===== config.mk =====
export PLATFORM = sky130hd
export DESIGN_NAME = rgb_led_sched
export DESIGN_NICKNAME = d
export VERILOG_FILES = /design/src/rtl/rgb_led_sched.sv
export SDC_FILE = /design/constraint.sdc
export NUM_CORES = 1
export LEC_CHECK = 0
export ABC_CLOCK_PERIOD_IN_PS = 2800
export CORE_MARGIN = 2
export CORE_UTILIZATION = 40
export CTS_CLUSTER_SIZE = 20
export DETAILED_ROUTE_END_ITERATION = 10
export SETUP_SLACK_MARGIN = 0.4
export SLEW_MARGIN = 20
export SYNTH_ARGS = -nofsm -noshare
export SYNTH_HDL_FRONTEND = slang
export SYNTH_SLANG_ARGS = --single-unit

===== constraint.sdc =====
create_clock -name clk -period 2.8 [get_ports clk]
set_clock_uncertainty 0.2 [all_clocks]
set_input_delay 0.42 -clock clk [delete_from_list [all_inputs] [get_ports clk]]
set_output_delay 0.42 -clock clk [all_outputs]
set_load 0.01 [all_outputs]

===== src/rtl/rgb_led_sched.sv =====
// rgb_led_sched
// Shares one active-low RGB status LED between NREQ status sources.
// The lowest-index requester wins. A grant is held for at least HOLD_TICKS
// ms-ticks before the sources are re-arbitrated. Colour and blink enable are
// captured when a grant is issued. A blinking owner alternates lit and dark
// every BLINK_TICKS ticks.
//
// Ports:
//   clk    system clock
//   rst    synchronous reset, active-high
//   req    [NREQ]    level request per source
//   color  [3*NREQ]  per-source colour, {B,G,R} per source, 1 = lit
//   blink  [NREQ]    per-source blink enable
//   grant  [NREQ]    one-hot current owner, 0 when idle
//   busy             1 while a grant is active
//   r/g/b            LED pins, active-low
module rgb_led_sched #(
    parameter int NREQ        = 4,
    parameter int TICK_DIV    = 24000,
    parameter int HOLD_TICKS  = 500,
    parameter int BLINK_TICKS = 250
) (
    input  logic                clk,
    input  logic                rst,
    input  logic [NREQ-1:0]     req,
    input  logic [3*NREQ-1:0]   color,
    input  logic [NREQ-1:0]     blink,
    output logic [NREQ-1:0]     grant,
    output logic                busy,
    output logic                r,
    output logic                g,
    output logic                b
);

    localparam int TICK_W  = (TICK_DIV > 1)    ? $clog2(TICK_DIV)       : 1;
    // The hold counter must be able to hold HOLD_TICKS itself, not just
    // HOLD_TICKS-1.
    localparam int HOLD_W  = (HOLD_TICKS > 0)  ? $clog2(HOLD_TICKS + 1) : 1;
    localparam int BLINK_W = (BLINK_TICKS > 1) ? $clog2(BLINK_TICKS)    : 1;

    typedef enum logic {S_IDLE, S_SHOW} state_t;

    state_t               r_state;
    logic [NREQ-1:0]      r_grant;
    logic [2:0]           r_lc;
    logic                 r_lb;
    logic                 r_phase;
    logic [TICK_W-1:0]    r_tick_cnt;
    logic [HOLD_W-1:0]    r_hold;
    logic [BLINK_W-1:0]   r_blink_cnt;

    logic                 w_any;
    logic [NREQ-1:0]      w_win_onehot;
    logic [2:0]           w_win_color;
    logic                 w_win_blink;
    logic                 w_tick;
    logic                 w_hold_done;
    logic                 w_load;
    logic                 w_to_idle;
    logic                 w_on;

    // Fixed-priority select. Scanning from the top down lets the lowest
    // index overwrite the others.
    // NOTE: every always_comb output gets a default first, so no path
    // leaves a value unassigned and no latch is inferred.
    always_comb begin
        w_any        = 1'b0;
        w_win_onehot = '0;
        w_win_color  = 3'b000;
        w_win_blink  = 1'b0;
        for (int i = NREQ - 1; i >= 0; i--) begin
            if (req[i]) begin
                w_any           = 1'b1;
                w_win_onehot    = '0;
                w_win_onehot[i] = 1'b1;
                w_win_color     = color[3*i +: 3];
                w_win_blink     = blink[i];
            end
        end
    end

    assign w_tick      = (r_tick_cnt == TICK_W'(TICK_DIV - 1));
    assign w_hold_done = (r_hold == '0);

    // A fresh grant comes either from idle or from a different winner once
    // the hold has expired. If the same owner is still winning, the grant
    // is kept without reloading.
    assign w_load    = w_any && ((r_state == S_IDLE) ||
                                 (w_hold_done && (w_win_onehot != r_grant)));
    assign w_to_idle = (r_state == S_SHOW) && w_hold_done && !w_any;

    // NOTE: all state is updated with non-blocking assignments so that every
    // register samples pre-edge values. Later assignments in the block win.
    always_ff @(posedge clk) begin
        if (rst) begin
            r_state     <= S_IDLE;
            r_grant     <= '0;
            r_lc        <= 3'b000;
            r_lb        <= 1'b0;
            r_phase     <= 1'b1;
            r_tick_cnt  <= '0;
            r_hold      <= '0;
            r_blink_cnt <= '0;
        end else if (w_load) begin
            r_state     <= S_SHOW;
            r_grant     <= w_win_onehot;
            r_lc        <= w_win_color;
            r_lb        <= w_win_blink;
            r_phase     <= 1'b1;
            r_tick_cnt  <= '0;
            r_hold      <= HOLD_W'(HOLD_TICKS);
            r_blink_cnt <= '0;
        end else if (w_to_idle) begin
            r_state     <= S_IDLE;
            r_grant     <= '0;
            r_phase     <= 1'b1;
            r_tick_cnt  <= '0;
            r_blink_cnt <= '0;
        end else if (r_state == S_SHOW) begin
            r_tick_cnt <= w_tick ? '0 : r_tick_cnt + 1'b1;
            if (w_tick) begin
                if (!w_hold_done) begin
                    r_hold <= r_hold - 1'b1;
                end
                if (r_blink_cnt == BLINK_W'(BLINK_TICKS - 1)) begin
                    r_blink_cnt <= '0;
                    r_phase     <= ~r_phase;
                end else begin
                    r_blink_cnt <= r_blink_cnt + 1'b1;
                end
            end
        end
    end

    // The outputs are decoded from registers only. Nothing passes straight
    // from an input to an output.
    assign w_on  = !r_lb || r_phase;
    assign grant = r_grant;
    assign busy  = (r_state == S_SHOW);
    assign r     = !(busy && r_lc[0] && w_on);
    assign g     = !(busy && r_lc[1] && w_on);
    assign b     = !(busy && r_lc[2] && w_on);

endmodule


### Word level (Yosys, flattened, before mapping)

Cells that the tools add are included.

| word-level totals | value |
|---|---|
| memory bits (writable) | 0 |
| output and inout bits | 8 |
| input bits | 22 |
| latch bits | 0 |
| ROM bits | 0 |
| logic and storage cells | 75 |
| register bits | 42 |
| memories | 0 |

| cells by class | value |
|---|---|
| equal/unequal tests | 5 |
| add/subtract/negate cells | 3 |
| divide/modulo/power cells | 0 |
| shift operators | 0 |
| bitwise gates (word level) | 4 |
| magnitude comparators | 0 |
| reduce and logical (&&, ||, !) cells | 27 |
| multiplexer cells | 27 |
| multipliers | 0 |

Operator list:

| kind | number |
|---|---|
| $mux 9 | 5 |
| $mux 4 | 6 |
| $add 15x1->15 const B | 1 |
| $eq 15x15->1 const B | 1 |
| $mux 15 | 1 |
| $mux 3 | 4 |
| $logic_and 1x1->1 | 10 |
| $mux 1 | 10 |
| $logic_not 9->1 | 1 |
| $sub 9x1->9 const B | 1 |
| $add 8x1->8 const B | 1 |
| $eq 8x8->1 const B | 1 |
| $mux 8 | 1 |
| $reduce_and 4->1 | 2 |
| $reduce_bool 2->1 | 3 |
| $logic_not 1->1 | 5 |
| $ne 4x4->1 | 1 |
| $not 1->1 | 4 |
| $reduce_and 3->1 | 1 |
| $reduce_or 3->1 | 1 |
| $logic_or 1x1->1 | 2 |
| $ne 2x1->1 const B | 1 |
| $ne 2x2->1 const B | 1 |
| $reduce_and 2->1 | 1 |
| $reduce_or 2->1 | 1 |

### Longest topological paths before layout

| depth | value |
|---|---|
| depth in word-level cells | 10 |
| gate-level depth with buffers | 8 |
| mapped depth without buffers | 7 |

### Worst setup path after synthesis

Ideal clock, no wire load.

| timing | value |
|---|---|
| kind | input port to flip-flop |
| start | in req[0] |
| end | reg r_tick_cnt[10] |
| slack | 0.705 ns |
| data arrival time | 1.822 ns |
| stages on the path | 8 |
| library setup time | 0.073 ns |
| data required time | 2.527 ns |
| buffers on the path | 3 |
| cell sequence | buf_2 > nor4b_4 > a32o_2 > o211ai_1 > a311o_1 > buf_6 > buf_6 > nor3_2 |

| between the ends | value |
|---|---|
| word-level cells in the longest chain between the ends | 6 |
| elaborated cells between the ends (all ways) | 9 |
| those cells by class | eq/ne (1); mux (2); reduce/logical (6) |

RTL lines:

| what | line | RTL |
|---|---|---|
| start, declared | 25 | `input logic [NREQ-1:0] req,` |
| $mux 4 | 72 | `if (req[i]) begin` |
| $ne 4x4->1 | 89 | `(w_hold_done && (w_win_onehot != r_grant)));` |
| $logic_and 1x1->1 | 89 |  |
| $logic_or 1x1->1 | 88 | `assign w_load = w_any && ((r_state == S_IDLE) \|\|` |
| $logic_and 1x1->1 | 88 |  |
| $reduce_or 3->1 (no line) * | - |  |
| end signal, assigned | 120 | `r_tick_cnt <= w_tick ? '0 : r_tick_cnt + 1'b1;` |
| end, declared | 48 | `logic [TICK_W-1:0] r_tick_cnt;` |

Every way passes the cells marked *; elsewhere a longest branch is shown, timed or not.
A chain may end at the register's enable or synchronous reset.

### Worst setup path after layout

| timing | value |
|---|---|
| start | in req[2] |
| end | reg r_tick_cnt[6] |

| between the ends | value |
|---|---|
| word-level cells in the longest chain between the ends | 8 |
| elaborated cells between the ends (all ways) | 13 |
| those cells by class | eq/ne (1); mux (6); reduce/logical (6) |

RTL lines:

| what | line |
|---|---|
| $mux 4 (3 in series) | 72 |
| $ne 4x4->1 | 89 |
| $logic_and 1x1->1 | 89 |
| $logic_or 1x1->1 | 88 |
| $logic_and 1x1->1 | 88 |
| $reduce_or 3->1 (no line) * | - |

Marked as above.

==> results.md <==
- Dominant cell by count in the synthesized netlist: dfxtp_1
- Synth Area in XOR/XNOR: between 8 and 9%
- Via count: 1961
- FF-to-FF path depth: 6
- Highest clock rate: 447 MHz
- Synthesized area: 2270 um2
- Share of layout cells above drive strength 1: between 10% and 20%
- Static leakage: a little over 1 nW
- Max Cap Violations: 0
- Initial core utilization: roughly two fifths
- Syn_nets: a little under 300
- Synthesis-stage register bit count: 42
- Vias in the first global route: about 1800
- Synthesis Warnings: 0
- Die X: 79.4 um
- Pins Over Slew Limit: 0
- Crit Path Category: in -> reg
- Setup Viol. Count Final: 0
- CP Capture Type: flip-flop
- Worst hold slack: approximately 0.29 ns
- Startpoint Class: primary input
- Max incr delay on CP: 0.53 ns
- Syn Inst Count: 264
- Global-route wire length before repair: approximately 8300 um
- Mux share of post-synthesis cell area: less than 1%
- Async set-reset flop share out of synthesis: 0%
- Status: finished clean
- R2R Path End: r_hold[3]
- Min cycle time layout: between 2 and 2.5 ns
- Grt ovf: 0
- CTS tree: built
- Synth-to-layout area growth: 24.5%
- Final HPWL DP: about 3500 um
- Placed cell count: 362
- Clk Latency, worst-skew pair: around 0.29 ns
- Crit. Startpoint: req[2]
- Via/cell ratio: roughly 5.2
- Worst-Margin Slew: 0.583 ns
- Layout net count: around 330
- Worst Path Max Fanout: 24
- Final Cycle Share: between 70% and 80%
- Post-route setup TNS: 0 ns
- PwrDens: between 400 and 500 nW/um2
- Max Root-Sink Buffers: 2
- Req. time, crit path: roughly 2.8 ns
- Floorplan core area: 5510 um2
- Drt total wl: ~4800 um
- # IOs: 30
- Area leader, netlist: dfxtp_1
- Worst VDD drop: about 0.00029 V
- Simple-Gate Fraction of Synth Area: 29.4%
- Post-synth EDFFs: 0
- Commonest cells post-synth: dfxtp_1 (42), a21oi_1 (22), nand2_1 (20)
- Row cnt: 27
- Die area: ~6300 um2
- Root Buffer: clkbuf_8
- CP arrival: roughly 2.2 ns
- GRT Overall Usage: about 16%
- Pre-CTS setup slack: approximately 0.12 ns
- Die Y-Extent: a little under 80 um
- Routed WL per cell: roughly 13 um
- TritonCTS buffer count: 5
- Share of the yosys chip area belonging to registers: between 30% and 40%
- Distinct cells, synth: between 40 and 50
- # DRC: 0
- Non-Filler Instances: between 300 and 400
- Syn Area/Cell: around 8.6 um2
- Largest net degree at the start of global routing: 25
- Port bufs: 29
- FF-to-FF Start: r_tick_cnt[0]
- Share of the synthesized area in the top cell type: 37.0%
- Rel. slew slack: 60.8%
- Main combinational cell family by area after synthesis: simple AND/OR/NAND/NOR gates
- RSZ-0062 raised after global routing: false
- Critical Path Sink: r_tick_cnt[6]
- Final Wtd Congestion: between 0.7 and 0.8
- Clock transition at path regs: approximately 0.08 ns
- Diodes inserted: 0
- Iter 0 DRT Violations: between 70 and 80
- Initial antenna violation count: 0
- Min-Delay Path Class: reg -> reg
- CP cell instances: clkdlybuf4s50_1 > buf_4 > nor2_1 > o311a_1 > o211ai_1 > a311o_1 > buf_12 > nor3_1
- Drt first pass iters: 4
- H-tree depth: 2
- Post-synth top flop: dfxtp_1
- Top post-synthesis cells by area: dfxtp_1 (37%), a21oi_1 (4.8%), xor2_1 (4.6%)
- Compound-Gate Fraction of Synth Area: approximately 16%
- Fin. Hold Viols: 0
- Final setup margin: around 0.56 ns
- Design Area, Final: 2830 um2
- Adder-cell share of the synthesized area: approximately 2.2%
- CP max stage cell: clkdlybuf4s50_1
- CTS Sinks: between 40 and 50
- Routed Antenna Nets: 0
- Instance area at placement: 2660 um2
- Register-to-register setup slack: roughly 0.61 ns
cells by family (layout without fill, tap and decap cells):
| logic type | count (synthesis) | count (layout) |
|---|---|---|
| buffers and inverters | 28 | 67 |
| adders and majority gates | 4 | 4 |
| xor gates and xnor gates | 22 | 22 |
| muxes | 1 | 1 |
| AOI/OAI and AO/OA | 55 | 55 |
| DFF | 42 | 42 |
| and+or+nand+nor | 112 | 112 |
final cells by class:
class	instances	area (um2)
clock buffers	6	72.6
clock inverters	2	37.5
fillers	526	2680
inverters	15	56.3
multi-input cells	194	1310
flip-flops and latches	42	841
well taps	72	90.1
repair buffers	44	423
worst min-delay path by stage:
stage,start,end,slack (ns),cells past startpoint
global placement,r_lb,r_lb,0.26,1
CTS,r_lc[0],r_lc[0],0.29,1
floorplan,r_lb,r_lb,0.24,1
detailed placement,r_lc[0],r_lc[0],0.27,1
global route,r_tick_cnt[1],r_tick_cnt[1],0.32,2
finish,r_lc[0],r_lc[0],0.29,1
report_power, final:
part | total (mW) | switching (mW) | internal (mW)
clock | 0.477 | 0.210 | 0.266
sequential | 0.640 | 0.0212 | 0.619
combinational | 0.174 | 0.0811 | 0.0932
metal layers:
layer	share of wire [%]	vias up	GRT usage, %	routed length [um]
met5	0	-	0	0
met1	53	904	23.9	2550
li1	-	1026	-	-
met3	2.5	4	3.73	123
met4	0.79	0	4.14	38
met2	44	27	24.2	2110
worst max-delay path: cells and delay by family:
| kind | cells | cell delay (ns) |
|---|---|---|
| and+or+nand+nor | 2 | 0.11 |
| buffers and inverters | 3 | 0.92 |
| AOI/OAI and AO/OA | 3 | 0.72 |
stage by stage:
stage	utilization [%]	total power, mW
after floorplan	-	0.750
after global placement	48.3	0.820
after detailed placement	48.3	0.820
after CTS	50.3	1.30
after global routing	51.4	1.36
final	51.4	1.29
state kept, by name, summed over array words and instances (netlist names):
name / count
r_tick_cnt: 15
grant: 4
r_blink_cnt: 8
r_hold: 9
r_lb: 1
busy: 1
r_lc: 3
r_phase: 1
placed cells by master (no fill, tap or decap), drive strengths merged, types with 10 or more instances in the layout:
cell	n
nor2	20
xnor2	10
xor2	12
clkdlybuf4s50	26
nand2	20
inv	15
nor3	18
nand3	11
buf	15
a21oi	22
dfxtp	42
what timing repair did:
action	4_1_cts	5_1_grt
pin swaps	0	3
setup endpoints to repair	1	39
hold buffers	0	0
gates resized for setup	1	7
setup buffers	0	5
Power figures use the tool's default switching activity.
